$ cat config.mk
export PLATFORM = sky130hd
export DESIGN_NAME = mem_access_unit
export DESIGN_NICKNAME = d
export VERILOG_FILES = /design/src/rtl/mem_access_unit.sv
export SDC_FILE = /design/constraint.sdc
export NUM_CORES = 1
export LEC_CHECK = 0
export CAP_MARGIN = 30
export CORE_UTILIZATION = 41
export DETAILED_ROUTE_END_ITERATION = 7
export PLACE_DENSITY = 0.87
export SETUP_SLACK_MARGIN = 0.02
export SLEW_MARGIN = 20
export SYNTH_ARGS = -nofsm -noshare
export SYNTH_HDL_FRONTEND = slang
export SYNTH_SLANG_ARGS = --single-unit
$ cat constraint.sdc
create_clock -name clk -period 2.15 [get_ports clk]
set_clock_uncertainty 0.05 [all_clocks]
set_input_delay 0.43 -clock clk [delete_from_list [all_inputs] [get_ports clk]]
set_output_delay 0.43 -clock clk [all_outputs]
set_load 0.005 [all_outputs]
$ cat src/rtl/mem_access_unit.sv
`default_nettype none
// ============================================================================
// Module      : mem_access_unit
// Description : Sequenced load/store unit for the MEM stage. Takes one request
//               from the pipeline, runs one (or, with the split option, two)
//               aligned data-bus transactions with ack-based wait states, and
//               returns a lane-aligned, sign/zero-extended load result.
//
// Ports
//   clk, rst_n                         clock / asynchronous active-low reset
//   req_valid, req_ready               request handshake (ready only in IDLE)
//   load, store, addr, func3, wdata    request fields
//   resp_valid, rdata, exc             one-cycle completion pulse and result
//   stall                              high whenever the unit is not IDLE
//   bus_req, bus_we, bus_addr,
//   bus_be, bus_wdata                  data-bus request (held until bus_ack)
//   bus_ack, bus_rdata                 data-bus completion and read word
//
// Build option
//   MISALIGN_SPLIT_EN  defined  : misaligned accesses crossing a bus word are
//                                 split into two transactions (ACC1, ACC2).
//                      undefined: misaligned accesses complete with exc=1 and
//                                 no bus activity.
//
// Revision    : 1.0 - initial release
// ============================================================================
module mem_access_unit #(
    parameter int XLEN   = 32,
    parameter int ADDR_W = 32,
    localparam int BE_W  = XLEN / 8
) (
    input  logic              clk,
    input  logic              rst_n,
    input  logic              req_valid,
    output logic              req_ready,
    input  logic              load,
    input  logic              store,
    input  logic [ADDR_W-1:0] addr,
    input  logic [2:0]        func3,
    input  logic [XLEN-1:0]   wdata,
    output logic              resp_valid,
    output logic [XLEN-1:0]   rdata,
    output logic              exc,
    output logic              stall,
    output logic              bus_req,
    output logic              bus_we,
    output logic [ADDR_W-1:0] bus_addr,
    output logic [BE_W-1:0]   bus_be,
    output logic [XLEN-1:0]   bus_wdata,
    input  logic              bus_ack,
    input  logic [XLEN-1:0]   bus_rdata
);

    localparam int OFF_W = $clog2(BE_W);

    typedef enum logic [1:0] {
        S_IDLE = 2'd0,
        S_ACC1 = 2'd1,
        S_ACC2 = 2'd2,
        S_RESP = 2'd3
    } state_t;

    state_t            r_state;
    state_t            w_next;

    logic [ADDR_W-1:0] r_addr;
    logic [2:0]        r_func3;
    logic [XLEN-1:0]   r_wdata;
    logic              r_is_load;
    logic              r_exc;
    logic [XLEN-1:0]   r_lo;
    logic [XLEN-1:0]   w_hi;

    // ------------------------------------------------------------------
    // Request decode (combinational on the pipeline inputs, used in IDLE)
    // ------------------------------------------------------------------
    logic w_accept;
    logic w_illegal;
    logic w_req_exc;

    assign w_accept = (r_state == S_IDLE) && req_valid && (load || store);

    always_comb begin
        w_illegal = (func3 == 3'b111) || (store && func3[2]) || (load && store);
        if (XLEN == 32 && (func3 == 3'b011 || func3 == 3'b110)) begin
            w_illegal = 1'b1;
        end
    end

`ifdef MISALIGN_SPLIT_EN
    assign w_req_exc = w_illegal;
`else
    // Without splitting, any offset not a multiple of the size is an error.
    logic [OFF_W-1:0] w_in_amask;
    logic             w_in_misal;

    always_comb begin
        case (func3[1:0])
            2'd0:    w_in_amask = '0;
            2'd1:    w_in_amask = OFF_W'(1);
            2'd2:    w_in_amask = OFF_W'(3);
            default: w_in_amask = OFF_W'(7);
        endcase
    end

    assign w_in_misal = (addr[OFF_W-1:0] & w_in_amask) != '0;
    assign w_req_exc  = w_illegal || w_in_misal;
`endif

    // ------------------------------------------------------------------
    // Access geometry from the latched request
    // ------------------------------------------------------------------
    logic [OFF_W-1:0]  w_off;
    logic [BE_W-1:0]   w_smask;
    logic [ADDR_W-1:0] w_base;
    logic [BE_W-1:0]   w_be_lo;
    logic [XLEN-1:0]   w_wd_lo;

    assign w_off  = r_addr[OFF_W-1:0];
    assign w_base = {r_addr[ADDR_W-1:OFF_W], {OFF_W{1'b0}}};

    always_comb begin
        case (r_func3[1:0])
            2'd0:    w_smask = BE_W'(1);
            2'd1:    w_smask = BE_W'(3);
            2'd2:    w_smask = BE_W'(15);
            default: w_smask = '1;
        endcase
    end

    assign w_be_lo = w_smask << w_off;
    assign w_wd_lo = r_wdata << {w_off, 3'b000};

`ifdef MISALIGN_SPLIT_EN
    logic [XLEN-1:0] r_hi;
    logic [BE_W-1:0] w_be_hi;
    logic [XLEN-1:0] w_wd_hi;
    logic            w_cross;
    int              w_nbytes;

    // Second transaction carries whatever spilled past the first bus word.
    assign w_be_hi  = BE_W'(({{BE_W{1'b0}}, w_smask} << w_off) >> BE_W);
    assign w_wd_hi  = XLEN'(({{XLEN{1'b0}}, r_wdata} << {w_off, 3'b000}) >> XLEN);
    assign w_nbytes = 1 << r_func3[1:0];
    assign w_cross  = (int'(w_off) + w_nbytes) > BE_W;
    assign w_hi     = r_hi;

    always_ff @(posedge clk or negedge rst_n) begin
        if (!rst_n) begin
            r_hi <= '0;
        end else if (w_accept) begin
            r_hi <= '0;
        end else if (r_state == S_ACC2 && bus_ack) begin
            r_hi <= bus_rdata;
        end
    end
`else
    assign w_hi = '0;
`endif

    // ------------------------------------------------------------------
    // State register and request/data capture
    // ------------------------------------------------------------------
    always_ff @(posedge clk or negedge rst_n) begin
        if (!rst_n) begin
            r_state   <= S_IDLE;
            r_addr    <= '0;
            r_func3   <= '0;
            r_wdata   <= '0;
            r_is_load <= 1'b0;
            r_exc     <= 1'b0;
            r_lo      <= '0;
        end else begin
            r_state <= w_next;
            if (w_accept) begin
                r_addr    <= addr;
                r_func3   <= func3;
                r_wdata   <= wdata;
                r_is_load <= load;
                r_exc     <= w_req_exc;
                r_lo      <= '0;
            end else if (r_state == S_ACC1 && bus_ack) begin
                r_lo <= bus_rdata;
            end
        end
    end

    always_comb begin
        w_next = r_state;
        case (r_state)
            S_IDLE: begin
                if (w_accept) begin
                    w_next = w_req_exc ? S_RESP : S_ACC1;
                end
            end
            S_ACC1: begin
                if (bus_ack) begin
`ifdef MISALIGN_SPLIT_EN
                    w_next = w_cross ? S_ACC2 : S_RESP;
`else
                    w_next = S_RESP;
`endif
                end
            end
`ifdef MISALIGN_SPLIT_EN
            S_ACC2: begin
                if (bus_ack) begin
                    w_next = S_RESP;
                end
            end
`endif
            S_RESP:  w_next = S_IDLE;
            default: w_next = S_IDLE;
        endcase
    end

    // ------------------------------------------------------------------
    // Load data alignment and extension
    // ------------------------------------------------------------------
    logic [XLEN-1:0] w_sh;
    logic [XLEN-1:0] w_keep;
    logic            w_sign;
    logic            w_fill;
    logic [XLEN-1:0] w_ext;

    assign w_sh = XLEN'({w_hi, r_lo} >> {w_off, 3'b000});

    always_comb begin
        case (r_func3[1:0])
            2'd0: begin
                w_keep = XLEN'(8'hFF);
                w_sign = w_sh[7];
            end
            2'd1: begin
                w_keep = XLEN'(16'hFFFF);
                w_sign = w_sh[15];
            end
            2'd2: begin
                w_keep = XLEN'(32'hFFFF_FFFF);
                w_sign = w_sh[31];
            end
            default: begin
                w_keep = '1;
                w_sign = w_sh[XLEN-1];
            end
        endcase
    end

    assign w_fill = w_sign & ~r_func3[2];
    assign w_ext  = (w_sh & w_keep) | ({XLEN{w_fill}} & ~w_keep);

    // ------------------------------------------------------------------
    // Outputs
    // ------------------------------------------------------------------
    always_comb begin
        req_ready  = (r_state == S_IDLE);
        stall      = (r_state != S_IDLE);
        resp_valid = (r_state == S_RESP);
        exc        = (r_state == S_RESP) && r_exc;
        rdata      = '0;
        bus_req    = 1'b0;
        bus_we     = 1'b0;
        bus_addr   = '0;
        bus_be     = '0;
        bus_wdata  = '0;
        case (r_state)
            S_ACC1: begin
                bus_req   = 1'b1;
                bus_we    = ~r_is_load;
                bus_addr  = w_base;
                bus_be    = w_be_lo;
                bus_wdata = w_wd_lo;
            end
`ifdef MISALIGN_SPLIT_EN
            S_ACC2: begin
                bus_req   = 1'b1;
                bus_we    = ~r_is_load;
                bus_addr  = w_base + ADDR_W'(BE_W);
                bus_be    = w_be_hi;
                bus_wdata = w_wd_hi;
            end
`endif
            S_RESP: begin
                if (r_is_load && !r_exc) begin
                    rdata = w_ext;
                end
            end
            default: ;
        endcase
    end

endmodule
`default_nettype wire
# [After elaboration in Yosys (flattened, before gate mapping)]
# Cells that the tools add are included.
[totals] wordCells=65 output_inout_bits=106 reg_bits=103 in_bits=105
[op_classes] n_bitwise=8 n_shift=3 n_reduce_logical=20 eq_ne=9 muxes=18
[ops] operator="two-way mux 32 bit" n=6
[ops] operator="AND 32 bit" n=2
[ops] operator="case mux 32 bit (2 select lines)" n=1
[ops] operator="NOT 32 bit" n=1
[ops] operator="bitwise OR 32 bit" n=1
[ops] operator="left shift 32 x 5 -> 32 bit" n=1
[ops] operator=">> shifter 32 x 5 -> 32 bit" n=1
[ops] operator="case mux 2 bit (2 select lines)" n=2
[ops] operator="case mux 4 bit (2 select lines)" n=1
[ops] operator="logical AND 1 bit" n=7
[ops] operator="equality test 2 x 1 -> 1 bit, second input constant" n=3
[ops] operator="equality test 3 bit, second input constant" n=2
[ops] operator="zero test 2 bit" n=3
[ops] operator="two-way mux 2 bit" n=3
[ops] operator="nonzero test 2 bit" n=3
[ops] operator="logical OR 1 bit" n=5
[ops] operator="two-way mux 4 bit" n=1
[ops] operator="left shift 4 x 2 -> 4 bit" n=1
[ops] operator="equality test 3 x 2 -> 1 bit, second input constant" n=1
[ops] operator="two-way mux 1 bit" n=3
[ops] operator="AND 2 bit" n=1
[ops] operator="equality test 2 bit, second input constant" n=1
[ops] operator="inequality test 2 x 1 -> 1 bit, second input constant" n=1
[ops] operator="inequality test 2 bit, second input constant" n=1
[ops] operator="other kinds (5)" n=6

# [Depth between registers and ports, before layout]
[depth] depth_word=8 depth_mapped=7 ltp_nobuf=5

# [Worst setup path before layout]
# Ideal clock, no wire load.
[synth_timing] kind="flip-flop to output port" startpoint="register r_addr[1]" endpoint="output rdata[21]" stages_incl_launch_ff=7 t_arrival_ns=1.571 path_slack_ns=0.099 cell_sequence="dfrtp_1 > buf_6 > mux4_2 > and3b_4 > a31oi_4 > buf_6 > a21oi_1"
[synth_via] elab_chain_cells=7
[synth_lines] element="start, declared" line_no="66" text="logic [ADDR_W-1:0] r_addr;"
[synth_lines] element="start signal, assigned" line_no="176" text="r_addr <= addr;"
[synth_lines] element=">> shifter 32 x 5 -> 32 bit *" line_no="226" text="assign w_sh = XLEN'({w_hi, r_lo} >> {w_off, 3'b000});"
[synth_lines] element="case mux 1 bit (2 select lines)" line_no="229" text="case (r_func3[1:0])"
[synth_lines] element="AND 1 bit" line_no="249" text="assign w_fill = w_sign & ~r_func3[2];"
[synth_lines] element="AND 32 bit" line_no="250" text="assign w_ext = (w_sh & w_keep) | ({XLEN{w_fill}} & ~w_keep);"
[synth_lines] element="bitwise OR 32 bit *" line_no="250"
[synth_lines] element="two-way mux 32 bit *" line_no="284" text="if (r_is_load && !r_exc) begin"
[synth_lines] element="two-way mux 32 bit *" line_no="266" text="case (r_state)"
[synth_lines] element="end, declared" line_no="42" text="output logic [XLEN-1:0] rdata,"
# Mark *: on every way between the ends. The rest lies on a longest branch, timed or not.

# [Final worst setup path]
[layout_timing] startpoint="register r_addr[1]" endpoint="output rdata[20]"
# Same word-level chain as after synthesis.

==> results.py <==
metrics = {
    "timing": {
        "post-route-period-util_pct": 125.7,
        "fin_ws_ns": -0.5536,
        "finalHoldViolCount": 0,
        "fin_crit_ns": 2.704,
        "whs_ns": 0.4344,
        "tns_ns": -21.90,
        "rsz0062_at_grt": "true",
        "final_max_slew_viol_count": 0,
        "finalSetupViolations": 58,
        "fmax_mhz": 369.9,
    },
    "route": {
        "firstDrtPassIters": 5,
        "drtAntennaViolNets": 0,
        "drc": 0,
        "viasPerCell": 5.399,
        "drt_iter0_markers": 356,
        "vias": 5269,
        "wl_per_cell_um": 18.59,
        "wl_mm": 18.14,
    },
    "worst_setup_path": {
        "cp.arrival_ns": 2.22,
        "crit_chain": "buf_4, buf_4, mux2i_1, o21ai_1, buf_4, a31oi_4, clkbuf_16, buf_6, a21oi_2, buf_2",
        "crit_top_cell": "buf_4",
        "slowest_stage": "dfrtp_2",
        "ff2ff_setup_slack_ns": 0.29,
        "crit_type": "flip-flop to primary output",
        "end_kind": "primary output",
        "start_kind": "flip-flop",
        "critPathMaxStageDelay_ns": 0.44,
        "cp.required_ns": 1.67,
        "cp_max_fo": 6,
    },
    "logic_synthesis": {
        "synth_ff_type": "dfrtp_1",
        "yosys-top-cells-area": "dfrtp_1, mux2_2, nand2_1",
        "syn-cell-area_um2": 5495,
        "ys_async_sr_fraction_pct": 100.0,
        "synthTopCellsByCount": "dfrtp_1, nand2_1, mux2_2",
        "ys_types": 28,
        "netlist_instances": 556,
        "yosysSeqAreaShare_pct": 46.90,
        "yosys.area.top_type_share_pct": 46.90,
        "synth_area_leader_cell": "dfrtp_1",
        "ys_warn_count": 0,
        "synth_edf_count": 0,
        "synth-seq-cells": 103,
        "synth.most_common_cell": "dfrtp_1",
        "avgSynthCellArea_um2": 9.884,
    },
    "placed_design": {
        "pre_cts_ws_ns": -0.2809,
        "portBuffers": 208,
        "detailed_place_hpwl_mm": 12.14,
        "place_congestion": 0.9410,
    },
    "run": {
        "timing.max_cap.violations": 0,
    },
    "cts": {
        "cts_buffer_depth": 2,
        "clockRootBuffer": "clkbuf_16",
        "clkLatencyLatePin_ns": 0.35,
        "numCtsBuffers": 9,
        "clk_pin_slew_ns": 0.07,
        "tritoncts": "done",
        "cts_max_level": 3,
        "clkSinkCount": 103,
    },
    "floorplanning": {
        "fp.coreArea_um2": 12820,
        "initial_core_util_pct": 42.85,
        "rows": 41,
        "die_w_um": 117.8,
        "die_h_um": 117.8,
        "ioPinCount": 211,
        "dieArea_um2": 13870,
    },
    "layout": {
        "drive_above_1_share_pct": 33.87,
        "fin_nets": 903,
        "area_delta_synth_final_pct": 55.51,
    },
    "grt": {
        "overflow": 0,
        "grt_pass1_vias": 5422,
        "grt_pass1_wl_mm": 28.51,
        "grt_max_degree": 70,
        "grtUsageMet2_pct": 43.42,
        "use_met1_pct": 32.17,
        "antenna_found_initial": 1,
        "grt_use_met3_pct": 6.056,
        "grt.busiest_layer": "met2",
        "track_usage_pct": 26.28,
    },
    "power_and_ir_drop": {
        "leakage_nw": 3.712,
        "ir_drop_mv": 0.6270,
        "powerDensity_nw_per_um2": 1375,
    },
    "outcome": {
        "outcome": "finished, violations left",
        "violations": "negative setup slack",
    },
    "worst_hold_path": {
        "hold_path_class": "primary input to async pin",
    },
}
[through the flow]
stage	instances	area (um^2)	power (mW)	utilization, %
2_1_floorplan	557	5499	6.503	-
3_3_place_gp	934	7973	8.960	62.17
3_5_place_dp	934	7973	9.193	62.17
4_1_cts	971	8537	11.60	66.57
5_1_grt	975	8543	12.43	66.61
6_report	976	8546	11.75	66.63
[sequential cells by signal, indices dropped and copies added, names as in the netlist]
name,cells
r_addr,32
r_lo,32
r_wdata,32
r_func3,3
r_state,2
r_exc,1
r_is_load,1
[cell families after synthesis]
family	synth area share, %
muxes	20.56
DFF	46.90
AOI/OAI and AO/OA	11.54
other	0.06824
buffers and inverters	4.076
and+or+nand+nor	16.85
[cell usage in the layout (no fill, tap or decap), drive strengths merged]
master / count
o22a: 1
and3: 1
a21oi: 57
clkinv: 3
nor4: 1
o21ai: 5
bufinv: 1
a211oi: 37
diode: 1
clkdlybuf4s15: 5
a31oi: 1
nand3b: 2
dlygate4sd3: 1
dfrtp: 103
a21o: 1
dlygate4sd2: 2
and2: 40
conb: 2
a221oi: 1
nor2b: 19
nor2: 48
nand2b: 3
clkdlybuf4s50: 135
mux4: 1
buf: 108
inv: 2
nor3: 2
and3b: 1
mux2: 77
dlymetal6s2s: 3
mux2i: 24
nand2: 82
clkbuf: 34
[routing by layer]
layer  wire, um  share of wire (%)
met2       9078                 50
met3       1320                7.3
met1       7219                 40
met4        521                2.9
met5          0                  0
[critical path, delay by kind of cell, from the launching register on]
kind,cells,cell delay [ns]
flip-flops,1,0.44
multiplexers,1,0.22
AO/OA/AOI/OAI,3,0.36
buffers and inverters,6,0.86
[layout make-up]
class | instances | area [um^2]
Clock buffer | 12 | 246.5
Clock inverter | 4 | 45.04
Sequential cell | 103 | 2580
Fill cell | 965 | 4279
Multi-Input combinational cell | 406 | 2888
Tap cell | 172 | 215.2
Antenna cell | 1 | 2.502
Inverter | 2 | 12.51
Timing Repair Buffer | 276 | 2556
[path summary, 6_finish.rpt]
check / start / endpoint / depth (start not counted)
setup / recovery: r_addr[1]$_DFFE_PN0P_ / rdata[20] / 10
hold / removal: rst_n / r_lo[19]$_DFFE_PN0P_ / 2
setup reg to reg: r_state[0]$_DFFE_PN0P_ / r_func3[2]$_DFFE_PN0P_ / 7
hold reg to reg: r_wdata[25]$_DFFE_PN0P_ / r_wdata[25]$_DFFE_PN0P_ / 1
max in group asynchronous: rst_n / r_wdata[3]$_DFFE_PN0P_ / 3
min in group clk: r_wdata[25]$_DFFE_PN0P_ / r_wdata[25]$_DFFE_PN0P_ / 1
[power by group]
| group | internal [mW] | switching (mW) |
|---|---|---|
| registers | 2.83 | 0.682 |
| clock network | 0.930 | 0.707 |
| logic | 3.59 | 3.00 |
[what timing repair did]
| action | in CTS | in global routing |
|---|---|---|
| pin swaps | 14 | 4 |
| resized for setup | 264 | 57 |
| hold buffers | 1 | 0 |
| setup endpoints to repair | 100 | 94 |
| endpoints found under the hold margin | 14 | 0 |
| gates cloned | 5 | 0 |
| setup buffers | 15 | 5 |
(Power assumes the default switching activity.)
